===== src/rtl/dsp_cmd_sequencer.sv =====
// Command sequencer for one DSP48A1 slice: one op per handshake, P loaded once, result returned on rsp.
// Optional feature macro: DSP_SEQ_STATS_EN adds a 16-bit completed-operation counter output ops_done.
module dsp_cmd_sequencer #(
  parameter int DW      = 18,
  parameter int PW      = 48,
  parameter int OPW     = 8,
  parameter int LATENCY = 4
) (
  input  logic           clk,
  input  logic           rst_n,
  input  logic           cmd_valid,
  output logic           cmd_ready,
  input  logic [OPW-1:0] cmd_opmode,
  input  logic [DW-1:0]  cmd_a,
  input  logic [DW-1:0]  cmd_b,
  input  logic [DW-1:0]  cmd_d,
  input  logic [PW-1:0]  cmd_c,
  input  logic           cmd_carryin,
  output logic           rsp_valid,
  input  logic           rsp_ready,
  output logic [PW-1:0]  rsp_p,
  output logic           rsp_carryout,
  output logic [OPW-1:0] dsp_opmode,
  output logic [DW-1:0]  dsp_a,
  output logic [DW-1:0]  dsp_b,
  output logic [DW-1:0]  dsp_d,
  output logic [PW-1:0]  dsp_c,
  output logic           dsp_carryin,
  output logic           dsp_ce,
  output logic           dsp_cep,
  output logic           dsp_rst,
  input  logic [PW-1:0]  dsp_p,
  input  logic           dsp_carryout
`ifdef DSP_SEQ_STATS_EN
  ,
  output logic [15:0]    ops_done
`endif
);

  typedef enum logic [2:0] {S_FLUSH, S_IDLE, S_EXEC, S_CAPT, S_RESP} state_t;

  localparam logic [3:0] CNT_INIT = 4'(LATENCY - 1);

  state_t     r_state, w_state_nxt;
  logic [3:0] r_cnt, w_cnt_nxt;
  logic       w_cmd_hs, w_rsp_hs;

  logic [OPW-1:0] r_opmode;
  logic [DW-1:0]  r_a, r_b, r_d;
  logic [PW-1:0]  r_c;
  logic           r_carryin;
  logic [PW-1:0]  r_rsp_p;
  logic           r_rsp_co;

  assign w_cmd_hs = cmd_valid && (r_state == S_IDLE);
  assign w_rsp_hs = rsp_ready && (r_state == S_RESP);

  always_ff @(posedge clk or negedge rst_n) begin
    if (!rst_n) begin
      r_state <= S_FLUSH;
      r_cnt   <= CNT_INIT;
    end else begin
      r_state <= w_state_nxt;
      r_cnt   <= w_cnt_nxt;
    end
  end

  // The same down-counter times both the slice flush and the operand settle window.
  always_comb begin
    w_state_nxt = r_state;
    w_cnt_nxt   = r_cnt;
    unique case (r_state)
      S_FLUSH: begin
        if (r_cnt == 4'd0) w_state_nxt = S_IDLE;
        else               w_cnt_nxt   = r_cnt - 4'd1;
      end
      S_IDLE: begin
        if (w_cmd_hs) begin
          w_state_nxt = S_EXEC;
          w_cnt_nxt   = CNT_INIT;
        end
      end
      S_EXEC: begin
        if (r_cnt == 4'd0) w_state_nxt = S_CAPT;
        else               w_cnt_nxt   = r_cnt - 4'd1;
      end
      S_CAPT: w_state_nxt = S_RESP;
      S_RESP: if (w_rsp_hs) w_state_nxt = S_IDLE;
      default: w_state_nxt = S_FLUSH;
    endcase
  end

  // Operands only change on acceptance, so the slice sees no glitch between ops.
  always_ff @(posedge clk or negedge rst_n) begin
    if (!rst_n) begin
      r_opmode  <= '0;
      r_a       <= '0;
      r_b       <= '0;
      r_d       <= '0;
      r_c       <= '0;
      r_carryin <= 1'b0;
    end else if (w_cmd_hs) begin
      r_opmode  <= cmd_opmode;
      r_a       <= cmd_a;
      r_b       <= cmd_b;
      r_d       <= cmd_d;
      r_c       <= cmd_c;
      r_carryin <= cmd_carryin;
    end
  end

  always_ff @(posedge clk or negedge rst_n) begin
    if (!rst_n) begin
      r_rsp_p  <= '0;
      r_rsp_co <= 1'b0;
    end else if (r_state == S_CAPT) begin
      r_rsp_p  <= dsp_p;
      r_rsp_co <= dsp_carryout;
    end
  end

  assign cmd_ready    = (r_state == S_IDLE);
  assign rsp_valid    = (r_state == S_RESP);
  assign rsp_p        = r_rsp_p;
  assign rsp_carryout = r_rsp_co;
  assign dsp_opmode   = r_opmode;
  assign dsp_a        = r_a;
  assign dsp_b        = r_b;
  assign dsp_d        = r_d;
  assign dsp_c        = r_c;
  assign dsp_carryin  = r_carryin;
  assign dsp_ce       = (r_state == S_EXEC);
  // CEP for exactly one cycle keeps accumulate opmodes from adding more than once.
  assign dsp_cep      = (r_state == S_EXEC) && (r_cnt == 4'd0);
  assign dsp_rst      = (r_state == S_FLUSH);

`ifdef DSP_SEQ_STATS_EN
  logic [15:0] r_ops_done;
  always_ff @(posedge clk or negedge rst_n) begin
    if (!rst_n)        r_ops_done <= '0;
    else if (w_rsp_hs) r_ops_done <= r_ops_done + 16'd1;
  end
  assign ops_done = r_ops_done;
`endif

endmodule


===== config.mk =====
export PLATFORM = sky130hd
export DESIGN_NAME = dsp_cmd_sequencer
export DESIGN_NICKNAME = d
export VERILOG_FILES = /design/src/rtl/dsp_cmd_sequencer.sv
export SDC_FILE = /design/constraint.sdc
export NUM_CORES = 1
export LEC_CHECK = 0
export BUFFER_PORTS_ARGS = -buffer_cell sky130_fd_sc_hd__buf_2
export CORE_AREA = 2 2 127 129
export DETAILED_ROUTE_END_ITERATION = 7
export DIE_AREA = 0 0 129 131
export PLACE_DENSITY_LB_ADDON = 0.25
export SLEW_MARGIN = 20
export SYNTH_ARGS = -nofsm -noshare
export SYNTH_HDL_FRONTEND = slang
export SYNTH_SLANG_ARGS = --single-unit

===== constraint.sdc =====
create_clock -name clk -period 2.1 [get_ports clk]
set_input_delay 0.42 -clock clk [delete_from_list [all_inputs] [get_ports clk]]
set_output_delay 0.42 -clock clk [all_outputs]
set_load 0.05 [all_outputs]

==> impl_summary.txt, run 1 <==
----------------------------------------------------
[Setup path]
  Capturing element of the worst setup path ... dsp_cep
  Data arrival time of the critical path ... 1.63 ns
  Worst R2R Start ... r_state[2]$_DFFE_PN0P_
  Crit path launch type ... flip-flop
  FF-to-FF setup slack ... approximately 0.28 ns
  First element of the critical path ... r_cnt[0]$_DFFE_PN1P_
  Worst Setup Path Type ... reg -> out
  CP endpoint kind ... primary output
  Reg2Reg Depth ... 4
  Crit-path max FO ... 2
  End of the worst register-to-register path ... dsp_d[11]$_DFFE_PN0P_
  Critical path required time ... 1.68 ns

[Layout]
  Number of filler cells placed in the layout ... 1339
  Final non-filler cell total ... 952
  Layout Area Growth over Synthesis ... 41.43%
  Non-Filler Cell Area, Final ... approximately 9000 um2
  Commonest non-fill, non-tap cell in the layout ... sky130_fd_sc_hd__buf_2
  Storage element area ... roughly 4200 um2
  Top library cells by usage in the layout, fill and taps aside ... 325 x sky130_fd_sc_hd__buf_2, 165 x sky130_fd_sc_hd__dfrtp_1, 125 x sky130_fd_sc_hd__mux2_2
  Total area of multi-input combinational cells ... just over 2000 um2
  Fraction of final layout cells with drive strength greater than 1 ... between 60 and 70%
  Nets ... 887

[Global route]
  Number of antenna violations at the first check in global routing ... 1
  Grt total ovfl ... 0
  Global-route wire length before repair ... 24500 um
  Aggregate global-route resource usage ... 19.13%
  Number of global-route vias before repair ... 4788
  Largest net degree at the start of global routing ... a little over 50

[Detailed routing]
  Number of DRC violations after detailed-routing iteration 0 ... 144
  Average vias per placed instance ... 4.658
  Number of vias after detailed routing ... 4434
  Final antenna-violating net count ... 0
  DRC violation count after routing ... 0
  Iteration count of the initial detailed-routing pass ... 5
  Routed WL ... 16070 um
  Routed wire length per instance ... 16.88 um

[Synthesis]
  Post-synthesis net count ... 543
  Sequential-to-total area share from yosys stat ... 65.93%
  Ranking of synthesized cells by area ... sky130_fd_sc_hd__dfrtp_1 65%, sky130_fd_sc_hd__mux2_2 22%, sky130_fd_sc_hd__mux2_1 6.4%
  Mapped Cells ... 378
  Warnings, synthesis ... 0
  Number of flops mapped to enable cells by yosys ... 0
  Netlist area before placement ... roughly 6300 um2
  Number of unique standard cell types used by synthesis ... 28
  Post-synthesis register bit count ... 167
  Post-synthesis average cell area ... about 17 um2
  Synth area leader ... sky130_fd_sc_hd__dfrtp_1
  Most used flip-flop cell after synthesis ... sky130_fd_sc_hd__dfrtp_1
  Proportion of synthesized flip-flops having asynchronous set or reset ... 100.0%
  Top cell type's share of synthesized area ... 65.10%

[Clocking]
  Clock transition time at the flip-flop clock pins of the worst setup and hold paths ... 0.06 ns
  TritonCTS Sinks ... 167
  Library cell used as clock root buffer ... sky130_fd_sc_hd__clkbuf_16
  CTS Buffer Depth ... 2
  CTS Buf Count ... 17
  H-tree level count ... 4
  Clk_lat worst skew ... 0.42 ns
  TritonCTS clock tree ... done

[STA]
  RSZ-0062 raised after global routing ... yes
  Actual slew at the worst max-slew pin ... around 0.47 ns
  Count of pins over their slew limit ... 0
  Final cycle utilization of the critical path ... 97.53%
  Setup-violating endpoint count in the final report ... 0
  Clock period minus worst slack ... between 2 and 2.5 ns
  Max-slew headroom ... 68.19%
  Final setup TNS ... 0 ns
  Clock tree skew after final layout ... 0.006741 ns
  Max Freq ... 488.3 MHz
  Min Hold Slack ... 0.2132 ns
  Number of endpoints with negative hold slack in the final report ... 0

[Die]
  Die X-Extent ... 129 um
  Cell row count ... 46
  Die height ... around 130 um
  Boundary Pins ... approximately 330
  Starting Density ... ~41%
  Die area ... roughly 17000 um2
  Core Region ... 15600 um2

[Flow run]
  Number of maximum-capacitance constraint violations ... 0

[Placed design]
  Placed cells ... 916
  # port buffers ... 328
  Post-placement cell area ... about 8300 um2
  Weighted congestion at the end of routability-driven global placement ... just under 0.8
  HPWL after DPL ... 12330 um

[Status]
  Outcome ... finished, final reports clean

[Min path]
  Class of the most critical hold timing path ... in -> reg

----------------------------------------------------
## sequential cells by signal (all words and copies together) (netlist names)
name and cells:
dsp_d 18, dsp_opmode 8, dsp_a 18, rsp_carryout 1, dsp_carryin 1, dsp_b 18, dsp_c 48, rsp_p 48
r_cnt 4, r_state 3
## Yosys cell counts (3+ instances only)
master,instances
sky130_fd_sc_hd__dfrtp_1,165
sky130_fd_sc_hd__mux2_2,125
sky130_fd_sc_hd__mux2_1,36
sky130_fd_sc_hd__buf_4,8
sky130_fd_sc_hd__buf_2,5
sky130_fd_sc_hd__inv_1,5
sky130_fd_sc_hd__nor2_1,5
sky130_fd_sc_hd__buf_8,3
## worst min-delay path by stage
stage	cells past startpoint	to	slack [ns]	start
4_1_cts	2	r_state[2]$_DFFE_PN0P_	0.19	rsp_ready
6_report	2	r_state[2]$_DFFE_PN0P_	0.21	rsp_ready
2_1_floorplan	0	dsp_a[0]$_DFFE_PN0P_	0.12	rst_n
3_3_place_gp	1	dsp_c[14]$_DFFE_PN0P_	0.38	rst_n
3_5_place_dp	1	dsp_c[11]$_DFFE_PN0P_	0.40	rst_n
5_1_grt	2	r_state[2]$_DFFE_PN0P_	0.20	rsp_ready
## through the flow
step / setup slack [ns] / utilization, %
global route: -0.009997 / 57.51
finish: 0.05195 / 57.51
detailed placement: 0.2881 / 53.11
CTS: 0.002498 / 57.36
global placement: 0.3265 / 53.11
floorplan: 0.07837 / -
## critical path: stages (launching register included)
cell and delay (ns):
sky130_fd_sc_hd__dfstp_2 0.54, sky130_fd_sc_hd__inv_2 0.05, sky130_fd_sc_hd__ha_4 0.15, sky130_fd_sc_hd__nor3b_4 0.15, sky130_fd_sc_hd__and3_4 0.18, sky130_fd_sc_hd__buf_8 0.14
## logic make-up (layout without fill, tap and decap cells)
| logic type | Yosys count | after routing | synth area share [%] |
|---|---|---|---|
| adders and majority gates | 1 | 1 | 0.1972 |
| AOI/OAI and AO/OA | 6 | 6 | 0.5523 |
| muxes | 163 | 163 | 28.90 |
| buffers and inverters | 23 | 380 | 2.841 |
| other | 0 | 1 | 0 |
| DFF | 167 | 167 | 65.93 |
| and+or+nand+nor | 18 | 18 | 1.578 |
## repair_timing
action,4_1_cts,5_1_grt
setup endpoints to repair,2,2
hold buffers,1,0
hold endpoints to repair,42,0
pin swaps,1,1
resized for setup,7,5
setup buffers,2,0
## cell type report
cell class | count | share of cell area [%]
clock inverters | 13 | 1.911
inverters | 5 | 0.2092
repair buffers | 343 | 20.63
multi-input cells | 188 | 22.65
diodes | 1 | 0.02790
clock buffers | 19 | 4.938
flip-flops and latches | 167 | 46.62
well taps | 216 | 3.013
## metal layers
| layer | routed length (um) | global-route usage, % | up-vias | part of all wire, % |
|---|---|---|---|---|
| li1 | - | - | 2019 | - |
| met1 | 5733 | 20.41 | 2194 | 36 |
| met2 | 8492 | 34.11 | 191 | 53 |
| met3 | 1388 | 6.678 | 30 | 8.6 |
| met4 | 459 | 9.015 | 0 | 2.9 |
| met5 | 0 | 0 | - | 0 |
Power of run 1 is left out: the tool's default activity adds up to more than one toggle a clock period on the data nets, which glitch-free logic cannot reach.
==> run 2, diff against run 1 <==
--- a/config.mk
+++ b/config.mk
@@ -5,10 +5,11 @@
 export SDC_FILE = /design/constraint.sdc
 export NUM_CORES = 1
 export LEC_CHECK = 0
+export ABC_AREA = 1
 export BUFFER_PORTS_ARGS = -buffer_cell sky130_fd_sc_hd__buf_2
-export CORE_AREA = 2 2 127 129
+export CORE_MARGIN = 2
+export CORE_UTILIZATION = 44
 export DETAILED_ROUTE_END_ITERATION = 7
-export DIE_AREA = 0 0 129 131
 export PLACE_DENSITY_LB_ADDON = 0.25
 export SLEW_MARGIN = 20
 export SYNTH_ARGS = -nofsm -noshare
==> run 2 against run 1 <==
Against the previous run: wire length increased by 16%; synthesized cell count grew 100%; utilization is 2.9 points higher; flip-flop and latch count did not move; register-to-register slack gained 0.25 ns; area after synthesis is 5.4% higher; worst setup slack better by 0.048 ns.
==> impl_summary.txt, run 2 <==
----------------------------------------------------
[Status]
  Outcome ... finished, final reports clean

[Setup path]
  Crit-path max FO ... 5 (+3)
  Data arrival time of the critical path ... 1.58 ns (-0.05 ns)
  CP endpoint kind ... primary output
  CP bufs+invs ... 2 (unchanged)
  Largest stage delay on the critical path ... 0.52 ns (-0.02 ns)
  Crit path launch type ... flip-flop
  Reg2Reg Depth ... 7 (+3)
  Worst R2R Start ... r_state[2]$_DFFE_PN0P_
  Cells traversed along the worst timing path ... inv_1 -> ha_1 -> nand3_2 -> nor2_1 -> buf_4
  Worst Setup Path Type ... reg -> out
  First element of the critical path ... r_cnt[0]$_DFFE_PN1P_
  Critical path required time ... 1.68 ns (about the same)
  Cell at the slowest stage of the critical path ... sky130_fd_sc_hd__dfstp_2
  Family with the most delay on the worst path ... flip-flops
  Total stage count of the critical path ... 5 (unchanged)

[Global route]
  Largest net degree at the start of global routing ... 113 (+120%)
  Aggregate global-route resource usage ... 23.37% (+4.2 points)
  Number of antenna violations at the first check in global routing ... 0 (-1)
  Number of global-route vias before repair ... 5888 (+23%)
  Grt total ovfl ... 0 (unchanged)
  Global-route wire length before repair ... 30110 um (+23%)

[Die]
  Core Region ... 15030 um2 (-3.6%)
  Die area ... 16200 um2 (-4.1%)
  Cell row count ... 45 (-2.2%)
  Boundary Pins ... 329 (unchanged)
  Die height ... 127.3 um (-2.8%)
  Starting Density ... 44.48% (+3.8 points)
  Die X-Extent ... 127.3 um (-1.3%)

[STA]
  Clock period minus worst slack ... 2.000 ns (-0.04767 ns)
  Clock tree skew after final layout ... 0.006128 ns (-0.0006133 ns)
  Setup-violating endpoint count in the final report ... 0 (unchanged)
  Actual slew at the worst max-slew pin ... 0.5230 ns (+0.04955 ns)
  Number of endpoints with negative hold slack in the final report ... 0 (unchanged)
  RSZ-0062 raised after global routing ... no
  Final setup TNS ... 0 ns (unchanged)
  Count of pins over their slew limit ... 0 (unchanged)
  Final cycle utilization of the critical path ... 95.26% (-2.3 points)
  Max Freq ... 499.9 MHz (+2.4%)
  Max-slew headroom ... 65.13% (-3.1 points)

[Clocking]
  Clock transition time at the flip-flop clock pins of the worst setup and hold paths ... 0.06 ns (about the same)
  Total setup buffers inserted after CTS ... 0 (-2)
  TritonCTS clock tree ... done
  CTS Buffer Depth ... 2 (unchanged)
  Clk_lat worst skew ... 0.41 ns (about the same)
  H-tree level count ... 4 (unchanged)
  Library cell used as clock root buffer ... sky130_fd_sc_hd__clkbuf_16
  CTS Buf Count ... 17 (unchanged)
  TritonCTS Sinks ... 167 (unchanged)

[Layout]
  Commonest non-fill, non-tap cell in the layout ... sky130_fd_sc_hd__nand2_1
  Layout Area Growth over Synthesis ... 35.91%
  Top library cells by usage in the layout, fill and taps aside ... 342 x sky130_fd_sc_hd__nand2_1, 325 x sky130_fd_sc_hd__buf_2, 165 x sky130_fd_sc_hd__dfrtp_1
  Nets ... 1231 (+39%)
  Fraction of final layout cells with drive strength greater than 1 ... 35.13% (-34 points)
  Final antenna diode count ... 0 (-1)

[Detailed routing]
  Routed WL ... 18680 um (+16%)
  Number of vias after detailed routing ... 6186 (+40%)
  Number of DRC violations after detailed-routing iteration 0 ... 443 (+210%)
  Average vias per placed instance ... 4.882 (+4.8%)
  Routed wire length per instance ... 14.74 um (-13%)
  Iteration count of the initial detailed-routing pass ... 7 (+2)
  Final antenna-violating net count ... 0 (unchanged)
  DRC violation count after routing ... 0 (unchanged)

[Synthesis]
  Warnings, synthesis ... 0 (unchanged)
  Post-synthesis average cell area ... 8.833 um2 (-47%)
  Netlist area before placement ... 6686 um2 (+5.4%)
  Number of unique standard cell types used by synthesis ... 17 (-39%)
  Number of flops mapped to enable cells by yosys ... 0 (unchanged)
  Commonest cells post-synth ... 342 x sky130_fd_sc_hd__nand2_1, 165 x sky130_fd_sc_hd__dfrtp_1, 164 x sky130_fd_sc_hd__nand3_1
  Mapped Cells ... 757 (+100%)
  Top cell type's share of synthesized area ... 61.75% (-3.4 points)
  Sequential-to-total area share from yosys stat ... 62.54% (-3.4 points)
  Proportion of synthesized flip-flops having asynchronous set or reset ... 100.0% (unchanged)
  Post-synthesis register bit count ... 167 (unchanged)
  Synth area leader ... sky130_fd_sc_hd__dfrtp_1
  Post-synthesis net count ... 922 (+70%)
  Ranking of synthesized cells by area ... sky130_fd_sc_hd__dfrtp_1 62%, sky130_fd_sc_hd__nand2_1 19%, sky130_fd_sc_hd__nand3_1 12%
  Most used flip-flop cell after synthesis ... sky130_fd_sc_hd__dfrtp_1
  Top-count cell post-synth ... sky130_fd_sc_hd__nand2_1

[Placed design]
  Weighted congestion at the end of routability-driven global placement ... 0.8085 (+2.6%)
  # port buffers ... 328 (unchanged)
  HPWL after DPL ... 13040 um (+5.7%)

[Flow run]
  Number of maximum-capacitance constraint violations ... 0 (unchanged)

[Min path]
  Class of the most critical hold timing path ... in -> reg
  Number of cells on the worst hold path ... 3 (+1)
  Critical hold path startpoint ... cmd_c[11]

----------------------------------------------------
==> run 2: changes by cell type in the layout (fill, tap and decap cells not counted), sizes merged, moves of 4 or more <==
cell,before,now
mux2,161,0
inv,8,13
clkbuf,20,24
nor2,5,9
nand2,1,342
nand3,1,164
==> run 2: cell families (layout without fill, tap and decap cells) <==
group	Yosys count	count (layout)	synth area share (%)
AOI/OAI and AO/OA	4	4	0.2994
adders and majority gates	1	1	0.1871
and+or+nand+nor	518	518	32.39
buffers and inverters	67	389	4.584
DFF	167	167	62.54
==> run 2: worst paths after layout <==
kind,slack (ns),to
worst max-delay path,0.1,dsp_cep
worst min-delay path,0.23,dsp_c[11]$_DFFE_PN0P_
worst max register to register,0.53,r_state[0]$_DFFE_PN0P_
worst min register to register,0.47,rsp_p[36]$_DFFE_PN0N_
max in group asynchronous,0.96,r_cnt[0]$_DFFE_PN1P_
min in group asynchronous,0.47,dsp_a[3]$_DFFE_PN0P_
==> run 2: per-stage QoR <==
stage	setup WS [ns]	util [%]	area [um2]	cells	hold WS, ns
2_1_floorplan	0.2751	-	6686	757	0.1244
3_3_place_gp	0.4928	56.45	8487	1234	0.3413
3_5_place_dp	0.4720	56.45	8487	1234	0.3425
4_1_cts	0.02289	60.38	9077	1267	0.2107
5_1_grt	0.002485	60.45	9087	1267	0.2143
6_report	0.09962	60.45	9087	1267	0.2263
==> run 2: repair_timing <==
item                       in CTS  in global routing
hold endpoints to repair       33                  0
gates resized for setup         0                  4
hold buffers                    1                  0
setup endpoints to repair       0                  2
==> run 2: metal layers <==
layer  share of wire, %  track usage [%]
met3                7.1            6.951
met2                 49            37.37
met5                  0                0
met4                2.1            7.563
met1                 42            30.84
==> run 2: final cells by class <==
class                           count  area [um2]
Timing Repair Buffer              343        1818
Clock buffer                       24       481.7
Inverter                           14       53.80
Tap cell                          188       235.2
Fill cell                        1410        5946
Multi-Input combinational cell    523        2218
Sequential cell                   167        4182
Clock inverter                      8       98.84
==> run 2: tightest hold or removal path: cells and delay by family <==
kind                   cells  cell delay [ns]
and+or+nand+nor            2             0.11
buffers and inverters      1             0.07
Power of run 2 is left out for the same reason.
==> run 3, diff against run 2 <==
==> constraint.sdc (replaced) <==
create_clock -name clk -period 1.9 [get_ports clk]
set_input_delay 0.38 -clock clk [delete_from_list [all_inputs] [get_ports clk]]
set_output_delay 0.38 -clock clk [all_outputs]
set_load 0.05 [all_outputs]
==> run 3 against run 2 <==
Against the previous run: clock skew rose by 0.0032 ns; non-clock buffer count is 3 higher; critical path depth shrank 1; critical endpoint is now rsp_valid; global-route usage down 0.25 points; cell area rose by 1.1%; via count increased by 1.0%; die area did not move; first-iteration DRC count grew 6.1%; wire length down 0.19%; worst hold slack worse by 0.047 ns.
==> impl_summary.txt, run 3 (synthesis results as in run 2) <==
----------------------------------------------------
[Status]
  Outcome ... finished, final reports clean

[Setup path]
  Crit path launch type ... flip-flop
  Cell seen most often among critical-path stages ... sky130_fd_sc_hd__nor2_1
  Cells traversed along the worst timing path ... nor2_1 -> inv_1 -> nor2_1 -> clkbuf_4
  Crit-path max FO ... 4 (-1)
  CP endpoint kind ... primary output
  Family with the most delay on the worst path ... flip-flops
  CP bufs+invs ... 2 (unchanged)
  Worst Setup Path Type ... reg -> out
  Largest stage delay on the critical path ... 0.44 ns (-0.08 ns)
  Cell at the slowest stage of the critical path ... sky130_fd_sc_hd__dfrtp_1
  Data arrival time of the critical path ... 1.46 ns (-0.12 ns)
  Critical path required time ... 1.52 ns (-0.16 ns)

[Clocking]
  CTS Buf Count ... 17 (unchanged)
  H-tree level count ... 4 (unchanged)
  CTS Buffer Depth ... 2 (unchanged)
  Clk_lat worst skew ... 0.42 ns (about the same)
  TritonCTS clock tree ... done
  TritonCTS Sinks ... 167 (unchanged)
  Total setup buffers inserted after CTS ... 0 (unchanged)
  Library cell used as clock root buffer ... sky130_fd_sc_hd__clkbuf_16
  Clock transition time at the flip-flop clock pins of the worst setup and hold paths ... 0.06 ns (about the same)

[Placed design]
  Weighted congestion at the end of routability-driven global placement ... 0.8255 (+2.1%)
  # port buffers ... 328 (unchanged)
  HPWL after DPL ... 12870 um (-1.3%)

[STA]
  Number of endpoints with negative hold slack in the final report ... 0 (unchanged)
  Min Hold Slack ... 0.1793 ns (-0.04703 ns)
  Clock tree skew after final layout ... 0.009309 ns (+0.003181 ns)
  Setup-violating endpoint count in the final report ... 0 (unchanged)
  Max-slew headroom ... 63.88% (-1.2 points)
  Max Freq ... about 540 MHz
  Final cycle utilization of the critical path ... 96.79%
  RSZ-0062 raised after global routing ... yes
  Count of pins over their slew limit ... 0 (unchanged)
  Final setup TNS ... 0 ns (unchanged)
  Clock period minus worst slack ... 1.839 ns
  Actual slew at the worst max-slew pin ... 0.5417 ns (+0.01874 ns)

[Detailed routing]
  Routed WL ... 18640 um (-0.19%)
  Average vias per placed instance ... 4.921 (+0.80%)
  DRC violation count after routing ... 0 (unchanged)
  Iteration count of the initial detailed-routing pass ... 5 (-2)
  Final antenna-violating net count ... 0 (unchanged)
  Number of vias after detailed routing ... 6250 (+1.0%)
  Number of DRC violations after detailed-routing iteration 0 ... 470 (+6.1%)
  Routed wire length per instance ... 14.68 um (-0.42%)

[Layout]
  Storage element area ... 4183 um2 (about the same)
  Commonest non-fill, non-tap cell in the layout ... sky130_fd_sc_hd__nand2_1
  Top library cells by usage in the layout, fill and taps aside ... 342 x sky130_fd_sc_hd__nand2_1, 321 x sky130_fd_sc_hd__buf_2, 164 x sky130_fd_sc_hd__dfrtp_1
  Fraction of final layout cells with drive strength greater than 1 ... 36.04% (+0.92 points)
  Total area of multi-input combinational cells ... 2238 um2 (+0.90%)
  Layout Area Growth over Synthesis ... 37.35%
  Nets ... 1234 (+0.24%)
  Number of filler cells placed in the layout ... 1361 (-3.5%)
  Final antenna diode count ... 0 (unchanged)

[Global route]
  Largest net degree at the start of global routing ... 113 (unchanged)
  Number of antenna violations at the first check in global routing ... 0 (unchanged)
  Number of global-route vias before repair ... 5865 (-0.39%)
  Global-route wire length before repair ... 29590 um (-1.7%)
  Grt total ovfl ... 0 (unchanged)
  Aggregate global-route resource usage ... 23.12% (-0.25 points)

[Die]
  Die height ... 127.3 um (unchanged)
  Starting Density ... 44.48% (unchanged)
  Boundary Pins ... 329 (unchanged)
  Cell row count ... 45 (unchanged)
  Die X-Extent ... 127.3 um (unchanged)
  Die area ... 16200 um2 (unchanged)
  Core Region ... 15030 um2 (unchanged)

[Flow run]
  Number of maximum-capacitance constraint violations ... 0 (unchanged)

[Min path]
  Class of the most critical hold timing path ... in -> reg

----------------------------------------------------
## run 3: timing repair
item | 4_1_cts | 5_1_grt
endpoints found under the setup margin | 2 | 4
hold buffers | 1 | 0
endpoints found under the hold margin | 28 | 0
pin swaps | 2 | 0
gates resized for setup | 8 | 8
## run 3: path summary, 6_finish.rpt
check | cells after the start | slack [ns] | from | endpoint
setup reg to reg | 6 | 0.40 | r_state[2]$_DFFE_PN0P_ | dsp_c[2]$_DFFE_PN0P_
max in group asynchronous | 3 | 0.90 | rst_n | r_cnt[0]$_DFFE_PN1P_
hold / removal | 3 | 0.18 | cmd_c[13] | dsp_c[13]$_DFFE_PN0P_
min in group asynchronous | 2 | 0.42 | rst_n | rsp_p[47]$_DFFE_PN0N_
setup / recovery | 4 | 0.06 | r_state[0]$_DFFE_PN0P_ | rsp_valid
hold reg to reg | 2 | 0.46 | rsp_p[14]$_DFFE_PN0N_ | rsp_p[14]$_DFFE_PN0N_
## run 3: worst register-to-register path, stage by stage (launching register included)
cell	delay [ns]
sky130_fd_sc_hd__dfrtp_2	0.46
sky130_fd_sc_hd__inv_1	0.09
sky130_fd_sc_hd__nand3_1	0.12
sky130_fd_sc_hd__clkinv_2	0.11
sky130_fd_sc_hd__buf_4	0.40
sky130_fd_sc_hd__nand3_1	0.16
sky130_fd_sc_hd__nand2_1	0.10
## run 3: layout make-up
| cell class | count | area share, % |
|---|---|---|
| Sequential cell | 167 | 45.54 |
| Clock inverter | 10 | 1.294 |
| Tap cell | 188 | 2.561 |
| Clock buffer | 22 | 5.272 |
| Timing Repair Buffer | 346 | 20.37 |
| Inverter | 14 | 0.5858 |
| Multi-Input combinational cell | 523 | 24.37 |
## run 3: per-layer routing
metal | GRT usage [%] | vias to the layer above | part of all wire, %
li1 | - | 3035 | -
met1 | 29.44 | 2920 | 41
met2 | 36.93 | 263 | 49
met3 | 7.580 | 32 | 7.4
met4 | 8.920 | 0 | 2.6
met5 | 0 | - | 0
## run 3: through the flow
| stage | area [um2] | worst slack [ns] | utilization, % | std cells |
|---|---|---|---|---|
| floorplan | 6686 | 0.1151 | - | 757 |
| global placement | 8522 | 0.3367 | 56.69 | 1237 |
| detailed placement | 8522 | 0.3257 | 56.69 | 1237 |
| CTS | 9164 | 0.01520 | 60.96 | 1270 |
| global route | 9184 | -0.006895 | 61.09 | 1270 |
| finish | 9184 | 0.06100 | 61.09 | 1270 |
Power of run 3 is left out for the same reason.
